<file path="src/rtl/alu_ctrl_pkg.sv">
// rtl/alu_ctrl_pkg.sv - shared op codes, flag indices and FSM state type for the ALU arbiter
package alu_ctrl_pkg;

    localparam logic [1:0] OP_ADD = 2'b00;
    localparam logic [1:0] OP_SUB = 2'b01;
    localparam logic [1:0] OP_2   = 2'b10;
    localparam logic [1:0] OP_3   = 2'b11;

    localparam int FLG_OVF = 4;
    localparam int FLG_PAR = 3;
    localparam int FLG_GT  = 2;
    localparam int FLG_EQ  = 1;
    localparam int FLG_LT  = 0;
    localparam int FLAGW   = 5;

    typedef enum logic [1:0] {
        IDLE = 2'd0,
        EXEC = 2'd1,
        RESP = 2'd2
    } alu_arb_state_t;

endpackage

</file>
<file path="src/rtl/rr_pick.sv">
// rtl/rr_pick.sv - combinational round-robin picker: first set bit at or after last+1, wrapping
module rr_pick #(
    parameter  int N  = 4,
    localparam int IW = $clog2(N)
) (
    input  logic [N-1:0]  req,
    input  logic [IW-1:0] last,
    output logic          any,
    output logic [IW-1:0] idx
);

    // Walk from the lowest-priority slot (last itself) up to last+1 so the
    // nearest candidate after last overwrites the earlier ones.
    always_comb begin
        any = 1'b0;
        idx = '0;
        for (int k = N; k >= 1; k--) begin
            if (req[(int'(last) + k) % N]) begin
                any = 1'b1;
                idx = IW'((int'(last) + k) % N);
            end
        end
    end

endmodule

</file>
<file path="src/rtl/alu_req_arbiter.sv">
// rtl/alu_req_arbiter.sv - round-robin sharing of one combinational ALU among NREQ requesters
module alu_req_arbiter
    import alu_ctrl_pkg::*;
#(
    parameter  int NREQ   = 4,
    parameter  int DW     = 8,
    parameter  int SETTLE = 1,
    localparam int IDW    = $clog2(NREQ)
) (
    input  logic                 clk,
    input  logic                 rst_n,
    input  logic [NREQ-1:0]      req_valid,
    output logic [NREQ-1:0]      req_ready,
    input  logic [NREQ*DW-1:0]   req_a,
    input  logic [NREQ*DW-1:0]   req_b,
    input  logic [NREQ*2-1:0]    req_op,
    output logic                 rsp_valid,
    input  logic                 rsp_ready,
    output logic [IDW-1:0]       rsp_id,
    output logic [DW-1:0]        rsp_y,
    output logic [FLAGW-1:0]     rsp_flags,
    output logic [DW-1:0]        alu_a,
    output logic [DW-1:0]        alu_b,
    output logic [1:0]           alu_op,
    input  logic [DW-1:0]        alu_y,
    input  logic [FLAGW-1:0]     alu_flags,
    output logic                 busy
);

    alu_arb_state_t state;
    logic [3:0]     cnt;
    logic [IDW-1:0] last_grant;
    logic           pick_any;
    logic [IDW-1:0] pick_idx;

    rr_pick #(.N(NREQ)) u_pick (
        .req  (req_valid),
        .last (last_grant),
        .any  (pick_any),
        .idx  (pick_idx)
    );

    // Accept is combinational and only in IDLE; gated by rst_n so a held
    // reset never shows a grant.
    assign req_ready = (rst_n && state == IDLE && pick_any)
                     ? (NREQ'(1) << pick_idx) : '0;

    always_ff @(posedge clk or negedge rst_n) begin
        if (!rst_n) begin
            state      <= IDLE;
            cnt        <= '0;
            last_grant <= IDW'(NREQ - 1);
            alu_a      <= '0;
            alu_b      <= '0;
            alu_op     <= '0;
            rsp_valid  <= 1'b0;
            rsp_id     <= '0;
            rsp_y      <= '0;
            rsp_flags  <= '0;
            busy       <= 1'b0;
        end else begin
            case (state)
                IDLE: begin
                    if (pick_any) begin
                        alu_a  <= req_a[int'(pick_idx)*DW +: DW];
                        alu_b  <= req_b[int'(pick_idx)*DW +: DW];
                        alu_op <= req_op[int'(pick_idx)*2 +: 2];
                        rsp_id <= pick_idx;
                        cnt    <= 4'(SETTLE - 1);
                        busy   <= 1'b1;
                        state  <= EXEC;
                    end
                end
                EXEC: begin
                    if (cnt == 4'd0) begin
                        rsp_y     <= alu_y;
                        rsp_flags <= alu_flags;
                        rsp_valid <= 1'b1;
                        state     <= RESP;
                    end else begin
                        cnt <= cnt - 4'd1;
                    end
                end
                RESP: begin
                    // Pointer moves only once the response is consumed.
                    if (rsp_ready) begin
                        rsp_valid  <= 1'b0;
                        last_grant <= rsp_id;
                        busy       <= 1'b0;
                        state      <= IDLE;
                    end
                end
                default: state <= IDLE;
            endcase
        end
    end

endmodule
</file>
<file path="config.mk">
export PLATFORM = sky130hd
export DESIGN_NAME = alu_req_arbiter
export DESIGN_NICKNAME = d
export VERILOG_FILES = /design/src/rtl/alu_ctrl_pkg.sv /design/src/rtl/rr_pick.sv /design/src/rtl/alu_req_arbiter.sv
export SDC_FILE = /design/constraint.sdc
export NUM_CORES = 1
export LEC_CHECK = 0
export CAP_MARGIN = 10
export CORE_MARGIN = 2
export CORE_UTILIZATION = 40
export DETAILED_ROUTE_END_ITERATION = 10
export PLACE_DENSITY = 0.84
export SETUP_SLACK_MARGIN = 0.2
export SKIP_LAST_GASP = 1
export SYNTH_ARGS = -nofsm -noshare
export SYNTH_HDL_FRONTEND = slang
export SYNTH_SLANG_ARGS = --single-unit
</file>
<file path="constraint.sdc">
create_clock -name clk -period 2.3 [get_ports clk]
set_input_delay 0.46 -clock clk [delete_from_list [all_inputs] [get_ports clk]]
set_output_delay 0.46 -clock clk [all_outputs]
set_load 0.02 [all_outputs]
</file>
### Word level (Yosys, flattened, before mapping)

Cells that the tools add are included.

| operators by class | value |
|---|---|
| muxes and demuxes | 33 |
| bitwise logic cells | 4 |
| equal/unequal tests | 6 |
| shifts and indexed selects | 4 |
| reductions and logical operators | 18 |
| add/subtract/negate cells | 5 |
| magnitude comparators | 4 |

Operators with widths:

| kind | count |
|---|---|
| $shiftx 32x6->8 | 2 |
| $lt 3x4->1 const B | 4 |
| $mux 1 | 15 |
| $mux 2 | 7 |
| $mux 4 | 3 |
| $reduce_and 3->1 | 4 |
| $bmux 1 s2 | 4 |
| $ne 2x2->1 const B | 4 |
| $pmux 4 s2 | 1 |
| $reduce_or 2->1 | 4 |
| $shiftx 8x4->2 | 1 |
| $pmux 2 s3 | 1 |
| $reduce_and 2->1 | 3 |
| $reduce_bool 2->1 | 3 |
| $add 2x1->2 const B | 2 |
| $add 2x2->2 const B | 2 |
| $and 1x1->1 const A | 4 |
| $logic_not 4->1 | 1 |
| $pmux 1 s2 | 2 |
| $shl 1x2->4 const A | 1 |
| $sub 4x1->4 const B | 1 |
| $eq 2x1->1 const B | 1 |
| $eq 2x2->1 const B | 1 |
| $logic_and 1x1->1 | 2 |
| $logic_not 2->1 | 1 |

| word-level totals | value |
|---|---|
| logic and storage cells | 85 |
| output and inout port bits | 39 |
| register bits after elaboration | 43 |

### Logic depth before layout (Yosys ltp)

Gate-level depths: netlist (run 1).

| depth | value |
|---|---|
| word-level depth | 12 |
| gate-level depth with buffers | 8 |
| gate-level depth less buffers | 7 |

### Hierarchy

A second synthesis (run 1) with hierarchy kept.

| second synthesis, totals | value |
|---|---|
| cells, all modules | 207 |
| area total of the unflattened synthesis | 2311.0 um^2 |

Modules (own cells, without submodules):

| module | cells each | seq. area each (um^2) | times used | area each (um^2) |
|---|---|---|---|---|
| alu_req_arbiter | 193 | 1078.5 | 1 | 2219.6 |
| rr_pick | 14 | 0.0 | 1 | 91.3 |

### Worst setup path before layout (run 1)

Ideal clock, no wire load.

| timing path | value |
|---|---|
| path type | input to output |
| from | input req_valid[3] |
| to | output req_ready[0] |
| path buffers | 1 |
| setup slack | 76 ps |
| stages on the path | 5 |
| arrival | 1764 ps |
| cells stage by stage | nor2b_2 > o21ai_1 > clkbuf_1 > nand3_1 > nor3_1 |

| between the ends | value |
|---|---|
| word-level cells in the longest chain between the ends | 9 |
| elaborated cells between the ends (all ways) | 23 |
| classes of those cells | 1 x shift; 21 x mux; 1 x reduce/logical |

Ends and longest elaborated chain:

| what | line | text |
|---|---|---|
| start: declaration | alu_req_arbiter.sv:12 | `input logic [NREQ-1:0] req_valid,` |
| $bmux 1 s2 | rr_pick.sv:18 | `if (req[(int'(last) + k) % N]) begin` |
| $mux 1 (not written as such) (2 in a row) | rr_pick.sv:18 |  |
| $mux 2 / $mux 1 (equally long branches) (4 in a row) | rr_pick.sv:18 |  |
| $shl 1x2->4 / $logic_and 1x1->1 (equally long branches) | alu_req_arbiter.sv:46, alu_req_arbiter.sv:45 |  |
| $mux 4 (*) | alu_req_arbiter.sv:46 | `? (NREQ'(1) << pick_idx) : '0;` |
| end: declaration | alu_req_arbiter.sv:13 | `output logic [NREQ-1:0] req_ready,` |

Every way passes the cells marked *; elsewhere a longest branch is shown, timed or not. The select of a mux whose other input is x is not followed.

### Worst setup path after layout (run 1)

| timing path | value |
|---|---|
| from | register last_grant[0] |
| to | output req_ready[1] |

| between the ends | value |
|---|---|
| word-level cells in the longest chain between the ends | 10 |
| elaborated cells between the ends (all ways) | 27 |
| classes of those cells | 4 x add/sub; 1 x shift; 21 x mux; 1 x reduce/logical |

Ends and longest elaborated chain:

| what | line | text |
|---|---|---|
| start: declaration | alu_req_arbiter.sv:32 | `logic [IDW-1:0] last_grant;` |
| start signal: assignment | alu_req_arbiter.sv:52 | `last_grant <= IDW'(NREQ - 1);` |
| start signal: assignment | alu_req_arbiter.sv:88 | `last_grant <= rsp_id;` |
| $add 2x1->2 | rr_pick.sv:18, rr_pick.sv:20 |  |
| $bmux 1 s2 | rr_pick.sv:18 |  |
| $mux 1 (not written as such) (2 in a row) | rr_pick.sv:18 |  |
| $mux 2 / $mux 1 (equally long branches) (4 in a row) | rr_pick.sv:18 |  |
| $shl 1x2->4 / $logic_and 1x1->1 (equally long branches) | alu_req_arbiter.sv:46, alu_req_arbiter.sv:45 |  |
| $mux 4 (*) | alu_req_arbiter.sv:46 |  |

Marked as above.

==> results of run 1 <==
## report_power, final
part           internal (mW)  switching, mW
clock network          0.325          0.240
logic                   1.63           1.52
registers               1.14          0.220
## cells in the mapped netlist
| cell type | instances | area (µm²) |
|---|---|---|
| sky130_fd_sc_hd__nor2b_1 | 1 | 6.26 |
| sky130_fd_sc_hd__nor3b_1 | 1 | 7.51 |
| sky130_fd_sc_hd__ha_1 | 2 | 25.0 |
| sky130_fd_sc_hd__o21ai_0 | 18 | 90.1 |
| sky130_fd_sc_hd__dfstp_2 | 2 | 52.6 |
| sky130_fd_sc_hd__a21o_1 | 3 | 22.5 |
| sky130_fd_sc_hd__nand3_1 | 2 | 10.0 |
| sky130_fd_sc_hd__a2111oi_4 | 1 | 27.5 |
| sky130_fd_sc_hd__buf_2 | 4 | 20.0 |
| sky130_fd_sc_hd__nand3b_1 | 2 | 15.0 |
| sky130_fd_sc_hd__and3_1 | 2 | 12.5 |
| sky130_fd_sc_hd__or3b_1 | 1 | 8.76 |
| sky130_fd_sc_hd__inv_1 | 4 | 15.0 |
| sky130_fd_sc_hd__o22ai_1 | 2 | 12.5 |
| sky130_fd_sc_hd__nor4_2 | 1 | 12.5 |
| sky130_fd_sc_hd__mux2i_1 | 18 | 180 |
| sky130_fd_sc_hd__nand2b_1 | 3 | 18.8 |
| sky130_fd_sc_hd__a211o_1 | 1 | 8.76 |
| sky130_fd_sc_hd__clkbuf_2 | 1 | 5.00 |
| sky130_fd_sc_hd__nand2_1 | 25 | 93.8 |
| sky130_fd_sc_hd__o21ai_1 | 5 | 25.0 |
| sky130_fd_sc_hd__o31a_1 | 18 | 158 |
| sky130_fd_sc_hd__clkbuf_1 | 11 | 41.3 |
| sky130_fd_sc_hd__and4_1 | 18 | 158 |
| sky130_fd_sc_hd__a21oi_2 | 1 | 8.76 |
| sky130_fd_sc_hd__nor2_1 | 7 | 26.3 |
| sky130_fd_sc_hd__mux2_2 | 15 | 169 |
| sky130_fd_sc_hd__nor2b_2 | 1 | 8.76 |
| sky130_fd_sc_hd__o211ai_1 | 18 | 135 |
| sky130_fd_sc_hd__nor3_1 | 2 | 10.0 |
| sky130_fd_sc_hd__a211oi_1 | 1 | 7.51 |
| sky130_fd_sc_hd__xnor2_1 | 2 | 17.5 |
| sky130_fd_sc_hd__buf_6 | 3 | 33.8 |
| sky130_fd_sc_hd__nor3_4 | 1 | 16.3 |
| sky130_fd_sc_hd__dfrtp_1 | 41 | 1030 |
| sky130_fd_sc_hd__o21a_1 | 2 | 15.0 |
## per-layer routing
metal	up-vias	share of wire	track usage
met1	1202	0.41	0.262
met4	0	0.014	0.0566
met3	10	0.069	0.0517
met2	125	0.51	0.399
met5	-	0	0
li1	1196	-	-
## state kept, by name (all words and copies together) (netlist names)
name	flops
alu_b	8
rsp_id	2
cnt	4
last_grant	2
rsp_valid	1
alu_a	8
busy	1
rsp_y	8
rsp_flags	5
state	2
alu_op	2
## metrics by stage
step	total power, mW	utilization
global route	5.40	0.712
floorplan	3.03	-
finish	5.08	0.712
CTS	4.94	0.694
global placement	4.18	0.664
detailed placement	4.28	0.664
## worst max-delay path by stage
stage                    to  cells after the start  slack, ns                 startpoint
2_1_floorplan  req_ready[2]                      5       0.22  last_grant[0]$_DFFE_PN1P_
6_report       req_ready[1]                      8     -0.005  last_grant[0]$_DFFE_PN1P_
3_5_place_dp   req_ready[3]                      6      -0.69               req_valid[1]
5_1_grt        req_ready[1]                      8      -0.09  last_grant[0]$_DFFE_PN1P_
3_3_place_gp   req_ready[3]                      6      -0.64               req_valid[3]
4_1_cts        req_ready[3]                      5    0.00008  last_grant[0]$_DFFE_PN1P_
## kinds of logic (layout without fill, tap and decap cells)
| group | count (synthesis) | in the layout | share of synthesized area |
|---|---|---|---|
| simple gates | 67 | 67 | 0.162 |
| buf+inv | 23 | 173 | 0.0460 |
| compound gates | 70 | 70 | 0.204 |
| flops | 43 | 43 | 0.431 |
| mux | 33 | 33 | 0.140 |
| xor+xnor | 2 | 2 | 0.00701 |
| fa+ha+maj | 2 | 2 | 0.0100 |
## repair_timing
| action | in CTS | in global routing |
|---|---|---|
| hold buffers | 0 | 0 |
| gates resized for setup | 39 | 12 |
| pin swaps | 7 | 5 |
| buffers inserted | 3 | 3 |
| endpoints found under the setup margin | 18 | 18 |
| cloned | 0 | 1 |
## final cells by class
type                       instances  area [µm²]
fill                             444        1720
tap                               75        93.8
inverter                           4        15.0
clock inverter                     1        30.0
sequential                        43        1080
timing repair buffer             161        1570
clock buffer                       7        76.3
multi-input combinational        174        1410
==> qor_table.md, run 1 <==
| Stage | Parameter | Value |
| --- | --- | --- |
| power and ir drop | Leakage component of the power | 1.76 nW |
| sta | Normalized max-slew margin | 0.668 |
| power and ir drop | Maximum resistive drop on vdd | 0.620 mV |
| floorplanning | Count of boundary I/O pins | 131 |
| cells and area | Commonest cells after routing, fill and taps aside | sky130_fd_sc_hd__clkdlybuf4s50_1, sky130_fd_sc_hd__dfrtp_1, sky130_fd_sc_hd__buf_4 |
| global routing | Initial antenna violation count | 0 |
| sta | Max-slew violation count | 0 |
| cells and area | Area overhead of the layout relative to synthesis | 70.7% |
| critical path | Crit path max-delay cell type | sky130_fd_sc_hd__dfstp_2 |
| detailed routing | Vias per inst | 5.45 |
| synthesis | Net count of the mapped netlist | 334 |
| cells and area | Final instance count without filler cells | 465 |
| cells and area | Most common library cell in the layout ignoring fill and taps | sky130_fd_sc_hd__clkdlybuf4s50_1 |
| sta | Max Clock Skew | 0.00459 ns |
| critical path | Cell family with the largest share of critical-path delay | flip-flops |
| detailed routing | Vias | 2533 |
| job | Reported max-cap violation count | 0 |
| min path | HP Class | input port to async pin |
| detailed routing | Detailed Route Iter0 Violations | 174 |
| critical path | Classification of the worst setup path | register to output port |
| global routing | Wire length of the first global-routing pass | 12400 µm |
| critical path | Origin of the critical flop-to-flop path | last_grant[0]$_DFFE_PN1P_ |
| run status | Violated checks | setup timing |
| synthesis | Post-synthesis instance area | 2500 µm² |
| sta | Worst Setup Slack, final | -0.00534 ns |
| critical path | R2r setup slk | 0.21 ns |
| critical path | Crit Reg-Reg Endpoint | alu_b[1]$_DFFE_PN0P_ |
| synthesis | Post-Syn Area per Cell | 10.4 µm² |
| critical path | Arrival time at the worst endpoint | 1.85 ns |
| clock tree | TritonCTS Buffers | 5 |
| floorplanning | Initial Utilization | 0.417 |
| critical path | Setup crit end kind | output port |
| synthesis | Synthesized netlist cell count | 240 |
| cells and area | Final layout net count | 483 |
| placed design | Placed Cells incl. Taps | 450 |
| sta | Final period util | 1.00 |
| global routing | GRT Resource Usage Total | 0.220 |
| floorplanning | Area of the die | 6900 µm² |
| detailed routing | Detailed Route WL | 7800 µm |
| placed design | RD Place Congestion | 0.868 |
| sta | Actual transition at the worst max-transition pin | 0.497 ns |
| sta | Number of failing hold endpoints at the final stage | 0 |
| placed design | Worst setup slack before clock tree synthesis | -0.686 ns |
| global routing | Via count of the first global-routing pass | 2586 |
| synthesis | Post-synthesis cell type count | 36 |
| critical path | CP peak stage delay | 0.54 ns |
| clock tree | Root Driver | sky130_fd_sc_hd__clkbuf_8 |
| sta | Minimum clock period | 2.31 ns |
| sta | Top achievable clock speed | 434 MHz |
| critical path | Logic depth of the worst register-to-register path | 10 |
| clock tree | Clock tree from TritonCTS | built |
| synthesis | Sequential cell area fraction in the yosys report | 0.431 |
| detailed routing | Number of nets with antenna violations after detailed routing | 0 |
| critical path | Cell-by-cell trace of the critical path | buf_6 -> nor2b_4 -> buf_6 -> o21a_4 -> nor3_4 -> buf_4 -> nor3_2 -> buf_4 |
| clock tree | Clock latency on the worst-skew pair | 0.29 ns |
| sta | Unrepaired setup endpoints after global routing | true |
| run status | Outcome | finished with violations |
| floorplanning | Die span in y | 83.1 µm |
| detailed routing | Routed wirelength normalized by instance count | 16.8 µm |
| sta | Final number of setup-violating endpoints | 1 |
| critical path | Kind of launch point of the worst setup path | register |
| global routing | Final global-route overflow total | 0 |
| floorplanning | Placement row count | 28 |
| detailed routing | Number of iterations in the first detailed-routing pass | 4 |
| sta | Min Hold Slack | 0.00407 ns |
| placed design | Dpl hpwl | 5720 µm |
| critical path | Largest fanout of any net on the critical path | 3 |
| cells and area | Final cell area excluding filler cells | 4270 µm² |
| clock tree | Clock-pin slew on the worst setup and hold paths | 0.08 ns |
| floorplanning | Placeable core area | 5990 µm² |
| placed design | Cell area after placement | 3980 µm² |
| power and ir drop | Cell Pwr Density | 1190 nW/µm² |
| floorplanning | Die extent in x | 83.1 µm |
| global routing | Maximum number of pins on one net before global-route repair | 40 |
| placed design | Quantity of I/O buffers inserted on ports | 130 |
| clock tree | H-tree levels | 2 |
| sta | Setup_tns | -0.00534 ns |
| synthesis | Flop and latch count out of synthesis | 43 |
| clock tree | Clock sink count | 43 |
| synthesis | Number of warnings reported in the yosys synthesis log | 0 |
| critical path | Sum of buffers and inverters on the critical path | 4 |
| cells and area | Ratio of cells with drive above 1 in the final layout | 0.200 |
| clock tree | Maximum count of clock buffers along a single path | 2 |
| critical path | Data required, critical path | 1.84 ns |
| cells and area | Number of diodes added for antenna fixing | 0 |
| detailed routing | Residual DRC count | 0 |
No activity file was read; power rests on OpenSTA's default activity.
==> run 2: changes to the inputs <==
- GPL_TIMING_DRIVEN: default -> 1
==> results of run 2 <==
Same layout as run 1: the final DEF is identical, and so are final timing and power.
==> run 3: changes to the inputs <==
- SKIP_CTS_REPAIR_TIMING: default -> 1
==> qor_table.md, run 3 (synthesis gave the netlist of run 1 again) <==
| Stage | Parameter | Value | Change |
| --- | --- | --- | --- |
| sta | Max Clock Skew | 0.00539 ns | +0.000796 ns |
| global routing | Maximum number of pins on one net before global-route repair | 40 | unchanged |
| min path | HP Class | input port to async pin |  |
| cells and area | Commonest cells after routing, fill and taps aside | sky130_fd_sc_hd__clkdlybuf4s50_1, sky130_fd_sc_hd__dfrtp_1, sky130_fd_sc_hd__buf_4 |  |
| clock tree | Maximum count of clock buffers along a single path | 2 | unchanged |
| critical path | Data required, critical path | 1.84 ns | about the same |
| floorplanning | Die extent in x | 83.1 µm | unchanged |
| sta | Minimum clock period | 2.32 ns | +0.0131 ns |
| placed design | Quantity of I/O buffers inserted on ports | 130 | unchanged |
| global routing | Via count of the first global-routing pass | 2580 | -0.23% |
| sta | Worst Setup Slack, final | -0.0185 ns | -0.0131 ns |
| sta | Number of failing hold endpoints at the final stage | 0 | unchanged |
| critical path | Logic depth of the worst register-to-register path | 10 | unchanged |
| sta | Final period util | 1.01 | +0.00570 |
| cells and area | Footprint of the multi-input gates | 1370 µm² | -2.7% |
| clock tree | Clock latency on the worst-skew pair | 0.29 ns | about the same |
| critical path | Kind of launch point of the worst setup path | register |  |
| clock tree | TritonCTS Buffers | 5 | unchanged |
| sta | Actual transition at the worst max-transition pin | 0.493 ns | -0.00425 ns |
| floorplanning | Placement row count | 28 | unchanged |
| floorplanning | Initial Utilization | 0.417 | unchanged |
| detailed routing | Detailed Route WL | 7470 µm | -4.3% |
| job | Reported max-cap violation count | 0 | unchanged |
| global routing | Final global-route overflow total | 0 | unchanged |
| cells and area | Ratio of cells with drive above 1 in the final layout | 0.186 | -0.0144 |
| critical path | Arrival time at the worst endpoint | 1.86 ns | about the same |
| detailed routing | Detailed Route Iter0 Violations | 134 | -23% |
| cells and area | Filler cell count | 461 | +3.8% |
| sta | Min Hold Slack | 0.00323 ns | -0.000842 ns |
| placed design | RD Place Congestion | 0.868 | unchanged |
| detailed routing | Routed wirelength normalized by instance count | 16.1 µm | -3.9% |
| power and ir drop | Leakage component of the power | 1.77 nW | +0.38% |
| placed design | Cell area after placement | 3980 µm² | unchanged |
| run status | Outcome | finished with violations |  |
| detailed routing | Vias | 2488 | -1.8% |
| critical path | Largest fanout of any net on the critical path | 4 | +1 |
| global routing | Initial antenna violation count | 0 | unchanged |
| cells and area | Final cell area excluding filler cells | 4190 µm² | -1.7% |
| clock tree | Clock-pin slew on the worst setup and hold paths | 0.07 ns | about the same |
| placed design | Dpl hpwl | 5720 µm | unchanged |
| clock tree | Clock tree from TritonCTS | built |  |
| detailed routing | Number of nets with antenna violations after detailed routing | 0 | unchanged |
| critical path | Classification of the worst setup path | register to output port |  |
| cells and area | Most common library cell in the layout ignoring fill and taps | sky130_fd_sc_hd__clkdlybuf4s50_1 |  |
| detailed routing | Vias per inst | 5.37 | -1.4% |
| cells and area | Registers with the most flip-flops | alu_a (8), alu_b (8), rsp_y (8) |  |
| sta | Max-slew violation count | 0 | unchanged |
| floorplanning | Die span in y | 83.1 µm | unchanged |
| cells and area | Post-Route Utilization | 0.700 | -0.0123 |
| floorplanning | Placeable core area | 5990 µm² | unchanged |
| floorplanning | Area of the die | 6900 µm² | unchanged |
| run status | Violated checks | setup timing |  |
| power and ir drop | Maximum resistive drop on vdd | 0.633 mV | +2.0% |
| cells and area | Final layout net count | 481 | -0.41% |
| power and ir drop | Cell Pwr Density | 1180 nW/µm² | -1.2% |
| sta | Unrepaired setup endpoints after global routing | true |  |
| clock tree | Root Driver | sky130_fd_sc_hd__clkbuf_8 |  |
| critical path | Setup crit end kind | output port |  |
| detailed routing | Number of iterations in the first detailed-routing pass | 4 | unchanged |
| clock tree | H-tree levels | 2 | unchanged |
| clock tree | Clock sink count | 43 | unchanged |
| floorplanning | Count of boundary I/O pins | 131 | unchanged |
| critical path | Origin of the critical flop-to-flop path | last_grant[0]$_DFFE_PN1P_ |  |
| sta | Top achievable clock speed | 431 MHz | -0.57% |
| critical path | First element of the critical path | last_grant[0]$_DFFE_PN1P_ |  |
| global routing | GRT Resource Usage Total | 0.218 | -0.00253 |
| sta | Normalized max-slew margin | 0.671 | +0.00283 |
| sta | Final number of setup-violating endpoints | 3 | +2 |
| cells and area | Area overhead of the layout relative to synthesis | 67.8% |  |
| detailed routing | Residual DRC count | 0 | unchanged |
| global routing | Wire length of the first global-routing pass | 12300 µm | -1.2% |
| placed design | Worst setup slack before clock tree synthesis | -0.686 ns | unchanged |
| cells and area | Number of diodes added for antenna fixing | 0 | unchanged |
| cells and area | Combined flip-flop and latch cell area | 1080 µm² | unchanged |
[run 3: area by class of cell]
cell class,count,share of cell area
Timing Repair Buffer,159,0.365
Multi-Input combinational cell,174,0.327
Sequential cell,43,0.257
Tap cell,75,0.0224
Clock buffer,7,0.0182
Clock inverter,1,0.00716
Inverter,4,0.00358
[run 3: final timing paths]
path | endpoint | slack [ns]
hold / removal | alu_b[6]$_DFFE_PN0P_ | 0.003
hold reg to reg | busy$_DFFE_PN0P_ | 0.48
setup / recovery | req_ready[2] | -0.02
min in group clk | busy$_DFFE_PN0P_ | 0.48
setup reg to reg | alu_b[7]$_DFFE_PN0P_ | 0.27
max in group asynchronous | last_grant[0]$_DFFE_PN1P_ | 1.55
[run 3: layer usage]
layer,vias to the layer above,global-route usage,part of all wire
met5,-,0,0
met4,0,0.0566,0.015
met3,11,0.0517,0.072
met2,100,0.394,0.51
met1,1182,0.259,0.40
li1,1195,-,-
[run 3: report_power, final]
part           leakage (nW)  switching, mW  total, mW  internal, mW
combinational          1.20           1.47       3.00          1.54
clock                0.0524          0.241      0.565         0.325
sequential            0.516          0.222       1.36          1.14
total                  1.77           1.93       4.93          3.00
[run 3: metrics by stage]
stage,power [mW],TNS [ns],cells
after detailed placement,4.28,-5.79,450
after global routing,5.25,-0.323,463
after global placement,4.18,-4.31,450
final,4.93,-0.0345,463
after CTS,4.85,-2.59,458
after floorplan,3.03,0,240
[run 3: critical path: stages (launching register included)]
cell	delay, ns
sky130_fd_sc_hd__dfstp_2	0.56
sky130_fd_sc_hd__nand2b_4	0.14
sky130_fd_sc_hd__o22ai_4	0.08
sky130_fd_sc_hd__a2111oi_4	0.41
sky130_fd_sc_hd__and3_4	0.26
sky130_fd_sc_hd__buf_6	0.11
